`src/rtl/lut_loader_pkg.sv`:
```
// Shared types and default constants for the serial LUT table loader.
package lut_loader_pkg;

  localparam int LUT_TABLE_BITS = 64;
  localparam int LUT_HALF_PER   = 2;

  typedef enum logic [2:0] {
    IDLE,
    PREP,
    LO,
    HI,
    STALL,
    FINISH
  } state_t;

endpackage

```
`src/rtl/lut_sclk_timer.sv`:
```
// Reloadable half-period down-counter; expire is high on the last cycle of a
// half-period that was started by load.
module lut_sclk_timer
  import lut_loader_pkg::*;
#(
  parameter int HALF_PER = LUT_HALF_PER
) (
  input  logic clk,
  input  logic rst_n,
  input  logic load,
  output logic expire
);

  localparam int CW = $clog2(HALF_PER + 1);

  logic [CW-1:0] cnt;

  // NOTE: sequential state uses non-blocking assignments so every flop samples
  // pre-edge values regardless of block ordering.
  always_ff @(posedge clk or negedge rst_n) begin
    if (!rst_n) begin
      cnt <= '0;
    end else if (load) begin
      cnt <= CW'(HALF_PER - 1);
    end else if (cnt != '0) begin
      cnt <= cnt - 1'b1;
    end
  end

  assign expire = (cnt == '0);

endmodule

```
`src/rtl/lut_table_loader.sv`:
```
// Byte-stream to three-wire serial loader for the 16x4 LUT, MSB first.
// Optional nibble checksum output enabled by defining LUT_LOADER_CKSUM_EN.
module lut_table_loader
  import lut_loader_pkg::*;
#(
  parameter int TABLE_BITS = LUT_TABLE_BITS,
  parameter int HALF_PER   = LUT_HALF_PER
) (
  input  logic       clk,
  input  logic       rst_n,
  input  logic       start,
  input  logic       abort,
  input  logic [7:0] in_data,
  input  logic       in_valid,
  output logic       in_ready,
  output logic       sd,
  output logic       sclk,
  output logic       cs_n,
  output logic       busy,
  output logic       done,
  output logic       aborted
`ifdef LUT_LOADER_CKSUM_EN
  ,
  output logic [3:0] cksum
`endif
);

  localparam int NBYTES = TABLE_BITS / 8;
  localparam int BCW    = $clog2(TABLE_BITS + 1);
  localparam int YCW    = $clog2(NBYTES + 1);
  localparam logic [BCW-1:0] BITS_L  = BCW'(TABLE_BITS);
  localparam logic [YCW-1:0] BYTES_L = YCW'(NBYTES);

  state_t         state, state_d;
  logic           expire, tmr_load;
  logic [7:0]     shreg, shreg_d, hold, hold_d;
  logic           full, full_d;
  logic [BCW-1:0] bit_cnt, bit_cnt_d, bit_inc;
  logic [YCW-1:0] byte_cnt, byte_cnt_d;
  logic           aborted_d, sd_d, sclk_d, cs_n_d, busy_d, done_d, in_ready_d;
  logic           accept, hi_exit, boundary, last_bit, move_hold;

  assign accept   = in_valid & in_ready;
  assign hi_exit  = (state == HI) && expire;
  assign bit_inc  = bit_cnt + 1'b1;
  assign boundary = (bit_inc[2:0] == 3'd0);
  assign last_bit = (bit_inc == BITS_L);

  // Every state change restarts the half-period; only LO, HI and FINISH use it.
  assign tmr_load = (state_d != state);

  lut_sclk_timer #(.HALF_PER(HALF_PER)) u_timer (
    .clk    (clk),
    .rst_n  (rst_n),
    .load   (tmr_load),
    .expire (expire)
  );

  always_ff @(posedge clk or negedge rst_n) begin
    if (!rst_n) state <= IDLE;
    else        state <= state_d;
  end

  always_comb begin
    state_d = state;
    case (state)
      IDLE:   if (start) state_d = PREP;
      PREP:   if (accept) state_d = LO;
      LO:     if (expire) state_d = HI;
      HI: begin
        if (expire) begin
          if (last_bit)                state_d = FINISH;
          else if (boundary && !full)  state_d = STALL;
          else                         state_d = LO;
        end
      end
      STALL:  if (full) state_d = LO;
      FINISH: if (expire) state_d = IDLE;
      default: state_d = IDLE;
    endcase
    if (state != IDLE && abort) state_d = IDLE;
  end

  // Outputs are decoded from the next state and registered below, so the
  // serial pins switch cleanly on the clock edge.
  always_comb begin
    sclk_d = (state_d == HI);
    cs_n_d = !(state_d inside {LO, HI, STALL, FINISH});
    busy_d = (state_d != IDLE);
    done_d = (state == FINISH) && expire && !abort;
  end

  assign move_hold = (state_d == LO) && ((state == STALL) || (state == HI && boundary));

  // NOTE: every variable gets a default at the top of a combinational block so
  // no path leaves it unassigned and no latch is inferred.
  always_comb begin
    hold_d     = hold;
    full_d     = full;
    shreg_d    = shreg;
    bit_cnt_d  = bit_cnt;
    byte_cnt_d = byte_cnt;
    aborted_d  = aborted;
    if (state == IDLE) begin
      if (start) begin
        bit_cnt_d  = '0;
        byte_cnt_d = '0;
        aborted_d  = 1'b0;
        full_d     = 1'b0;
      end
    end else if (abort) begin
      full_d    = 1'b0;
      aborted_d = 1'b1;
    end else begin
      if (accept) begin
        byte_cnt_d = byte_cnt + 1'b1;
        // The first byte bypasses the holding register so PREP lasts one cycle.
        if (state == PREP) begin
          shreg_d = in_data;
        end else begin
          hold_d = in_data;
          full_d = 1'b1;
        end
      end
      if (hi_exit) begin
        bit_cnt_d = bit_inc;
        if (!boundary) shreg_d = {shreg[6:0], 1'b0};
      end
      if (move_hold) begin
        shreg_d = hold;
        full_d  = 1'b0;
      end
    end
    sd_d       = ((state_d == LO) && (state != LO)) ? shreg_d[7] : sd;
    in_ready_d = busy_d && !full_d && (byte_cnt_d < BYTES_L);
  end

  // NOTE: the holding byte and shift register are datapath that could go
  // unreset; they are reset here so sd comes up at a defined level.
  always_ff @(posedge clk or negedge rst_n) begin
    if (!rst_n) begin
      hold     <= '0;
      full     <= 1'b0;
      shreg    <= '0;
      bit_cnt  <= '0;
      byte_cnt <= '0;
      aborted  <= 1'b0;
      sd       <= 1'b0;
      sclk     <= 1'b0;
      cs_n     <= 1'b1;
      busy     <= 1'b0;
      done     <= 1'b0;
      in_ready <= 1'b0;
    end else begin
      hold     <= hold_d;
      full     <= full_d;
      shreg    <= shreg_d;
      bit_cnt  <= bit_cnt_d;
      byte_cnt <= byte_cnt_d;
      aborted  <= aborted_d;
      sd       <= sd_d;
      sclk     <= sclk_d;
      cs_n     <= cs_n_d;
      busy     <= busy_d;
      done     <= done_d;
      in_ready <= in_ready_d;
    end
  end

`ifdef LUT_LOADER_CKSUM_EN
  always_ff @(posedge clk or negedge rst_n) begin
    if (!rst_n) begin
      cksum <= '0;
    end else if (state == IDLE && start) begin
      cksum <= '0;
    end else if (state != IDLE && !abort && accept) begin
      cksum <= cksum ^ in_data[7:4] ^ in_data[3:0];
    end
  end
`endif

endmodule

```
`config.mk`:
```
export PLATFORM = sky130hd
export DESIGN_NAME = lut_table_loader
export DESIGN_NICKNAME = d
export VERILOG_FILES = /design/src/rtl/lut_loader_pkg.sv /design/src/rtl/lut_sclk_timer.sv /design/src/rtl/lut_table_loader.sv
export SDC_FILE = /design/constraint.sdc
export NUM_CORES = 1
export LEC_CHECK = 0
export ABC_CLOCK_PERIOD_IN_PS = 7700
export CORE_MARGIN = 2
export CORE_UTILIZATION = 62
export CTS_CLUSTER_DIAMETER = 50
export DETAILED_ROUTE_END_ITERATION = 16
export GPL_TIMING_DRIVEN = 1
export PLACE_DENSITY_LB_ADDON = 0.2
export SLEW_MARGIN = 10
export SYNTH_ARGS = -nofsm -noshare
export SYNTH_HDL_FRONTEND = slang
export SYNTH_SLANG_ARGS = --single-unit
```
`constraint.sdc`:
```
create_clock -name clk -period 7.7 [get_ports clk]
set_input_delay 1.54 -clock clk [delete_from_list [all_inputs] [get_ports clk]]
set_output_delay 1.54 -clock clk [all_outputs]
set_load 0.05 [all_outputs]
```
# Word-level counts from Yosys, hierarchy flattened
# Index checks and enable logic that the tools add are counted.
# Widths: inputs -> output; s select.
totals:
  input_bits: 13
  wordCells: 102
  output_inout_bits: 7
  ff_bits: 40
classes:
  eq_ne: 14
  reduce_logical: 29
  bitwise_logic: 4
  muxes: 36
  add_sub_neg: 3
  n_lt_le_gt_ge: 1
op_table:
  columns: ["cell", "count"]
  rows:
  - ["$mux 8", 7]
  - ["$mux 7", 4]
  - ["$mux 3", 9]
  - ["$pmux 3 s6", 1]
  - ["$mux 4", 4]
  - ["$eq 3x2->1 const B", 4]
  - ["$eq 3x3->1 const B", 4]
  - ["$logic_and 1x1->1", 10]
  - ["$mux 1", 9]
  - ["$reduce_bool 2->1", 4]
  - ["$add 7x1->7 const B", 1]
  - ["$eq 7x7->1 const B", 1]
  - ["$logic_not 3->1", 2]
  - ["$reduce_bool 3->1", 2]
  - ["$add 4x1->4 const B", 1]
  - ["$logic_not 1->1", 4]
  - ["$lt 4x4->1 const B", 1]
  - ["$mux 2", 2]
  - ["$reduce_and 2->1", 2]
  - ["$reduce_and 4->1", 1]
  - ["$reduce_bool 4->1", 1]
  - ["$eq 3x1->1 const B", 1]
  - ["$ne 3x2->1 const B", 1]
  - ["$ne 3x3->1", 1]
  - ["other kinds (8)", 10]

# Depth between registers and ports, before layout
# Gate-level depths: netlist of run 1.
depth:
  depth_word: 16
  mapped_depth: 10
  ltp_nobuf: 9

# Hierarchy
# From an unflattened synthesis of run 1, not the netlist that was laid out.
unflattened:
  hier_cells: 236
  hier_area_um2: 2348.5
by_module_without_submodules:
  columns: ["mod", "n_inst", "seq_area_each_um2", "area_per_inst_um2", "cells_each"]
  rows:
  - ["lut_table_loader", 1, 952.2, 2249.7, 227]
  - ["lut_sclk_timer", 1, 50.0, 98.8, 9]

# Worst setup path after synthesis of run 1
# No wires, ideal clock.
synth_path:
  path_kind: "in2reg"
  from: "in abort"
  to: "reg u_timer.cnt[0]"
  n_path_buf: 1
  stages: 7
  t_required_ns: 7.562
  t_arrival_ns: 2.903
  setup_slack_ns: 4.659
  setup_ns: 0.138
  cell_sequence: "clkbuf_1 a31oi_1 o21a_1 a31oi_2 inv_2 xnor2_1 or4_1"
synth_between:
  elab_chain_len: 4
  elab_cells_between_ends: 5
  cone_classes: "1 x eq/ne; 2 x mux; 2 x reduce/logical"
synth_rtl:
  columns: ["element", "line_no", "rtl"]
  rows:
  - ["from (decl)", "lut_table_loader.sv:12", "input logic abort,"]
  - ["$logic_and 1x1->1 (*)", "lut_table_loader.sv:81", "if (state != IDLE && abort) state_d = IDLE;"]
  - ["$mux 3 (*)", "lut_table_loader.sv:81", null]
  - ["$ne 3x3->1 (*)", "lut_table_loader.sv:50", "assign tmr_load = (state_d != state);"]
  - ["$mux 2 / $reduce_bool 2->1 (equally long branches)", null, null]
  - ["to (signal assigned)", "lut_sclk_timer.sv:24", "cnt <= CW'(HALF_PER - 1);"]
  - ["to (signal assigned)", "lut_sclk_timer.sv:26", "cnt <= cnt - 1'b1;"]
  - ["to (decl)", "lut_sclk_timer.sv:16", "logic [CW-1:0] cnt;"]
# Mark *: on every way between the ends. The rest lies on a longest branch, timed or not.
# A chain may end at the register's enable or synchronous reset.

# Worst setup path in the final report of run 1
# Same ends and word-level chain as after synthesis.

==> impl_results.md, run 1 <==
- Core area: 0.003606 mm^2
- Sequential area share after synthesis: 0.4370
- Crit path to: u_timer.cnt[0]
- Die span in y: about 65 um
- Switching pwr: between 0.2 and 0.3 mW
- Slew margin rel.: 0.2984
- Mapped Avg Cell Area: slightly above 9 um^2
- Largest net degree at the start of global routing: approximately 40
- Max Transition Viols Final: 0
- Yosys warns: 0
- Largest fanout on the critical path: 14
- Reg2Reg Capture Point: u_timer.cnt[0]
- HP Class: reg2reg
- Drt first pass iters: 4
- Share of cells above drive strength 1: 0.1136
- Io pins: 20
- MaxCap Viol Count: 0
- Setup TNS: 0 ps
- Crit path capture type: flop
- Clock group share of total power: 0.204
- Period minus WS final: roughly 3800 ps
- Fin. Hold Viols: 0
- Status: complete, no violations
- Clk sink count: 40
- Final setup violation count: 0
- Final ANT Viol Nets: 0
- Number of synthesized register bits: 40
- CP max-delay cell: clkdlybuf4s50_1
- Ratio of final minimum period to clock period: 0.4983
- Comb power frac: 0.357
- Most frequent cells in the layout: dfrtp_1, nand2_1, o21ai_0, nor2_1, clkdlybuf4s50_1
- Iter 0 DRT Violations: 220
- RR Startpoint: bit_cnt[0]
- Vias in the first global route: approximately 1800
- Critical path startpoint: abort
- Worst-Skew Late Latency: roughly 300 ps
- Clk buf depth: 2
- Hold buffers post-CTS: 0
- Post-CTS Setup Bufs: 0
- Critical-path cell list: clkdlybuf4s50_1, a31oi_1, o21a_1, a31oi_2, inv_2, xnor2_1, or4_1
- H-tree depth: 2
- Tot Pwr: 0.7237 mW
- Peak supply drop: approximately 0.00023 V
- P_int: 0.4508 mW
- Routed WL: about 4.7 mm
- Slew @ Worst Pin: approximately 1000 ps
- Global-route wire length before repair: slightly above 8 mm
- Root buf cell: clkbuf_8
- GPL Wtd Cong: 0.8469
- Fillers: between 200 and 300
- Nets@finish: between 200 and 300
- Power per cell area: 280.1 mW/mm^2
- Num CTS Buffers: 5
- Die area: between 0.004 and 0.005 mm^2
- Yosys cell types: 55
- Type of origin of the critical path: primary input
- Routed wire length per instance: 15.03 um
- Critical path type: in2reg
- Net Count, Synth: between 200 and 300
- GRT Residual Overflow: 0
- Lkg Pwr: 1.086 nW
- Residual DRC: 0
- Area Growth Syn to Fin: 12.66%
- Fmax: between 0.2 and 0.3 GHz
- Worst Clk Skew: ~6 ps
- Starting density of the core: 0.6360
- Std-Cell Rows: 22
- Commonest non-fill, non-tap cell in the layout: dfrtp_1
- Diode count: 0
- TritonCTS clock tree: built
- Reg2reg setup slack: 4480 ps
- Sw frac: 0.3772
- Hold path depth: 2
- Worst Hold Slack: ~500 ps
- Total GRT Usage: 0.2556
- Cells on worst reg2reg path: 8
- Vias: ~1900
- Async set-reset flop share out of synthesis: 1.000
- Post-synth EDFFs: 0
- Crit path DAT: 4000 ps
- Area of the mapped netlist: 0.002293 mm^2
- Part of the power in registers: 0.438
- Ys flop type: dfrtp_1
- DP HPWL: around 3.3 mm
- Via/cell ratio: between 6 and 7
- Cells after synthesis: 248
- Clock slew at reported path FFs: about 80 ps
- IO buf count: 19
- CTS resizes: 0
- Critical Path RT: approximately 8000 ps
- Critical Path Max Stage Delay: approximately 730 ps
- Antenna violations before repair: 0
- Die outline width: between 60 and 70 um
- Setup repair after global routing missed its margin: false
==> metrics by stage <==
stage / util / cell area, um^2 / instances / setup slack [ps]
final: 0.7165 / 2584 / 312 / 3863
after global routing: 0.7165 / 2584 / 312 / 3720
after CTS: 0.7165 / 2584 / 312 / 3907
after detailed placement: 0.6895 / 2486 / 304 / 3587
after global placement: 0.6895 / 2486 / 304 / 3701
after floorplan: - / 2293 / 248 / 4659
==> routing by layer <==
| layer | global-route usage | vias to the layer above | share of wire |
|---|---|---|---|
| met5 | 0 | - | 0 |
| met4 | 0.09043 | 0 | 0.011 |
| li1 | - | 924 | - |
| met2 | 0.3943 | 32 | 0.48 |
| met3 | 0.05556 | 7 | 0.029 |
| met1 | 0.3571 | 928 | 0.48 |
==> sequential cells by signal, indices dropped and copies added (netlist names), 2 cells and up <==
signal       cells
shreg            8
state            3
byte_cnt         4
u_timer.cnt      2
bit_cnt          7
hold             8
==> cells in the mapped netlist, types with 2 or more instances <==
master,n,area [um^2]
a211oi_1,3,22.52
a21oi_1,5,25.02
a22oi_1,2,15.01
a31oi_1,10,62.56
and3_1,3,18.77
and4_1,2,17.52
buf_2,2,10.01
clkbuf_1,7,26.28
dfrtp_1,39,975.9
ha_1,4,50.05
inv_1,10,37.54
mux2_2,9,101.4
mux2i_1,9,90.09
nand2_1,27,101.4
nand2b_1,4,25.02
nand3_1,10,50.05
nand3b_1,2,15.01
nand4b_1,2,17.52
nor2_1,20,75.07
nor3_1,4,20.02
nor3_2,2,20.02
nor4_1,2,12.51
o21a_1,2,15.01
o21ai_0,27,135.1
o21ai_1,2,10.01
o41ai_1,3,26.28
or2_2,2,12.51
or4_1,2,15.01
xnor2_1,5,43.79
xor2_1,2,17.52
==> worst min path at each step <==
stage | from | to | slack (ps)
after CTS | aborted | aborted | 500
final | aborted | aborted | 500
after detailed placement | aborted | aborted | 490
after floorplan | byte_cnt[0] | byte_cnt[0] | 470
after global placement | aborted | aborted | 470
after global routing | hold[2] | hold[2] | 540
==> kinds of logic after synthesis <==
logic type | Yosys count | synth area share
AOI/OAI and AO/OA | 68 | 0.1899
xor gates and xnor gates | 7 | 0.02673
adders and majority gates | 4 | 0.02182
buffers and inverters | 23 | 0.04419
DFF | 40 | 0.4370
muxes | 18 | 0.08347
and+or+nand+nor | 88 | 0.1969
==> power groups by stage <==
stage	Sequential, mW	Combinational [mW]	Clock (mW)
2_1_floorplan	0.343	0.163	0
3_3_place_gp	0.318	0.249	0
3_5_place_dp	0.320	0.258	0
4_1_cts	0.316	0.259	0.152
5_1_grt	0.325	0.285	0.161
6_report	0.317	0.259	0.148
==> final cells by class <==
| type | instances | area, um^2 | area share |
|---|---|---|---|
| clock buffers | 6 | 82.58 | 0.03196 |
| clock inverters | 2 | 15.01 | 0.005811 |
| inverters | 11 | 41.29 | 0.01598 |
| multi-input cells | 185 | 1190 | 0.4605 |
| flip-flops and latches | 40 | 1002 | 0.3879 |
| well taps | 48 | 60.06 | 0.02324 |
| repair buffers | 20 | 192.7 | 0.07458 |
==> critical path: cells and delay by family <==
family,cells,cell delay [ps]
buf+inv,2,980
simple gates,1,550
xor+xnor,1,200
compound gates,3,730
Power figures use the tool's default switching activity.
==> run 2, diff against run 1 <==
--- a/config.mk
+++ b/config.mk
@@ -5,9 +5,9 @@
 export SDC_FILE = /design/constraint.sdc
 export NUM_CORES = 1
 export LEC_CHECK = 0
-export ABC_CLOCK_PERIOD_IN_PS = 7700
+export ABC_CLOCK_PERIOD_IN_PS = 3900
 export CORE_MARGIN = 2
-export CORE_UTILIZATION = 62
+export CORE_UTILIZATION = 57
 export CTS_CLUSTER_DIAMETER = 50
 export DETAILED_ROUTE_END_ITERATION = 16
 export GPL_TIMING_DRIVEN = 1
==> constraint.sdc (replaced) <==
create_clock -name clk -period 3.9 [get_ports clk]
set_input_delay 0.78 -clock clk [delete_from_list [all_inputs] [get_ports clk]]
set_output_delay 0.78 -clock clk [all_outputs]
set_load 0.05 [all_outputs]
==> run 2 against run 1 <==
  * Register-to-register slack worse by 3500 ps
  * Count of clock-buffer cells in the layout down 1
  * Routed wire length fell by 1.4%
  * Clock skew rose by 2.1 ps
  * Critical endpoint unchanged
==> impl_results.md, run 2 (synthesized netlist as in run 1, its figures left out) <==
- Placed inst area: 0.002504 mm^2
- Clock slew at reported path FFs: roughly 80 ps
- GPL Wtd Cong: approximately 0.81
- Setup repair after global routing missed its margin: false
- Starting density of the core: 0.5817
- Crit path DAT: around 3100 ps
- Crit path capture type: flop
- Setup TNS: 0 ps
- Root buf cell: clkbuf_8
- Die span in y: around 67 um
- Setup ws final: 935.8 ps
- TritonCTS clock tree: built
- GR Util met2: 0.3515
- DP HPWL: about 3.2 mm
- Fin. Hold Viols: 0
- Critical path type: reg2reg
- Residual DRC: 0
- Std-Cell Rows: 23
- Global-route wire length before repair: just under 8 mm
- Ratio of final minimum period to clock period: 0.7601
- HP Class: reg2reg
- IO buf count: 19
- Hold buffers post-CTS: 0
- Area Growth Syn to Fin: 14.24%
- H-tree depth: 2
- Period minus WS final: about 3000 ps
- Type of origin of the critical path: flop
- Die outline width: 67.43 um
- Drt first pass iters: 4
- Vias: around 1900
- Max Transition Viols Final: 0
- Worst-Skew Late Latency: about 290 ps
- MaxCap Viol Count: 0
- Most frequent cells in the layout: dfrtp_1, nand2_1, o21ai_0, nor2_1, clkdlybuf4s50_1
- GRT Residual Overflow: 0
- Largest fanout on the critical path: 14
- Clk buf depth: 2
- Routed WL: between 4 and 5 mm
- Routed wire length per instance: about 15 um
- Antenna violations before repair: 0
- Dpl ws: approximately 760 ps
- Met3 usage: 0.04667
- Final setup violation count: 0
- Post-CTS Setup Bufs: 0
- Final ANT Viol Nets: 0
- Die area: roughly 0.0045 mm^2
- Slew margin rel.: 0.4284
- Multi-input combinational cell area: between 0.001 and 0.0015 mm^2
- Clk sink count: 40
- Tot Pwr: between 1 and 1.5 mW
- Num CTS Buffers: 5
- Vias in the first global route: between 1500 and 2000
- Iter 0 DRT Violations: approximately 160
- Nets@finish: ~280
- Fillers: between 300 and 400
- Largest regs: hold x8, shreg x8, bit_cnt x7
- Status: complete, no violations
- Post-route cell area: approximately 0.0026 mm^2
- Total GRT Usage: 0.2332
- Lkg Pwr: 1.111 nW
- Final Core Density: 0.6646
- Largest net degree at the start of global routing: 41
- Core area: ~0.004 mm^2
- Busiest grt layer: met2
- CTS resizes: 0
- Worst Clk Skew: 8.237 ps
- Share of cells above drive strength 1: 0.1203
- Diode count: 0
- Reg area: roughly 0.001 mm^2
- Power per cell area: roughly 560 mW/mm^2
- Commonest non-fill, non-tap cell in the layout: dfrtp_1
- Peak supply drop: roughly 0.00033 V
- Io pins: 20
- Critical Path RT: 4060 ps
- Slew @ Worst Pin: roughly 860 ps
- Fmax: 0.3374 GHz
- Via/cell ratio: 5.896
- GR Layer Usage met1: 0.3330
run 2: worst paths after layout:
| check | start | endpoint | slack, ps | cells past startpoint |
|---|---|---|---|---|
| max | bit_cnt[0] | u_timer.cnt[0] | 940 | 9 |
| min | aborted | aborted | 490 | 2 |
| max reg2reg | bit_cnt[0] | u_timer.cnt[0] | 940 | 9 |
| min reg2reg | aborted | aborted | 490 | 2 |
| max in group asynchronous | rst_n | shreg[1] | 2760 | 1 |
| min in group asynchronous | rst_n | byte_cnt[2] | 590 | 1 |
run 2: power breakdown:
part           leakage [nW]  switching (mW)  internal (mW)  total (mW)
Combinational         0.551           0.292          0.218       0.510
Clock                0.0583           0.147          0.193       0.340
Sequential            0.501          0.0935          0.533       0.627
Total                  1.11           0.532          0.944        1.48
run 2: worst max-delay path, cell delays in order, from the launching register on:
cell and delay (ps):
dfrtp_1 450, ha_1 320, xnor2_1 160, or4_4 490
a22o_1 250, a31oi_2 130, buf_4 190, inv_2 130
xnor2_1 170, or4_1 540
run 2: area by class of cell:
| type | instances | share of cell area |
|---|---|---|
| Multi-Input combinational cell | 185 | 0.4542 |
| Sequential cell | 40 | 0.3825 |
| Tap cell | 50 | 0.02388 |
| Clock inverter | 3 | 0.01815 |
| Inverter | 11 | 0.01576 |
| Clock buffer | 5 | 0.02627 |
| Timing Repair Buffer | 22 | 0.07927 |
run 2: per-layer routing:
layer,routed length (um),up-vias,part of all wire
met1,2243,884,0.48
li1,-,931,-
met4,27,0,0.0058
met3,228,2,0.049
met5,0,-,0
met2,2126,46,0.46
run 2: metrics by stage:
step,std cells,hold WS (ps)
3_3_place_gp,308,478.7
5_1_grt,316,530.4
3_5_place_dp,308,478.6
4_1_cts,316,495.8
6_report,316,494.3
2_1_floorplan,248,469.7
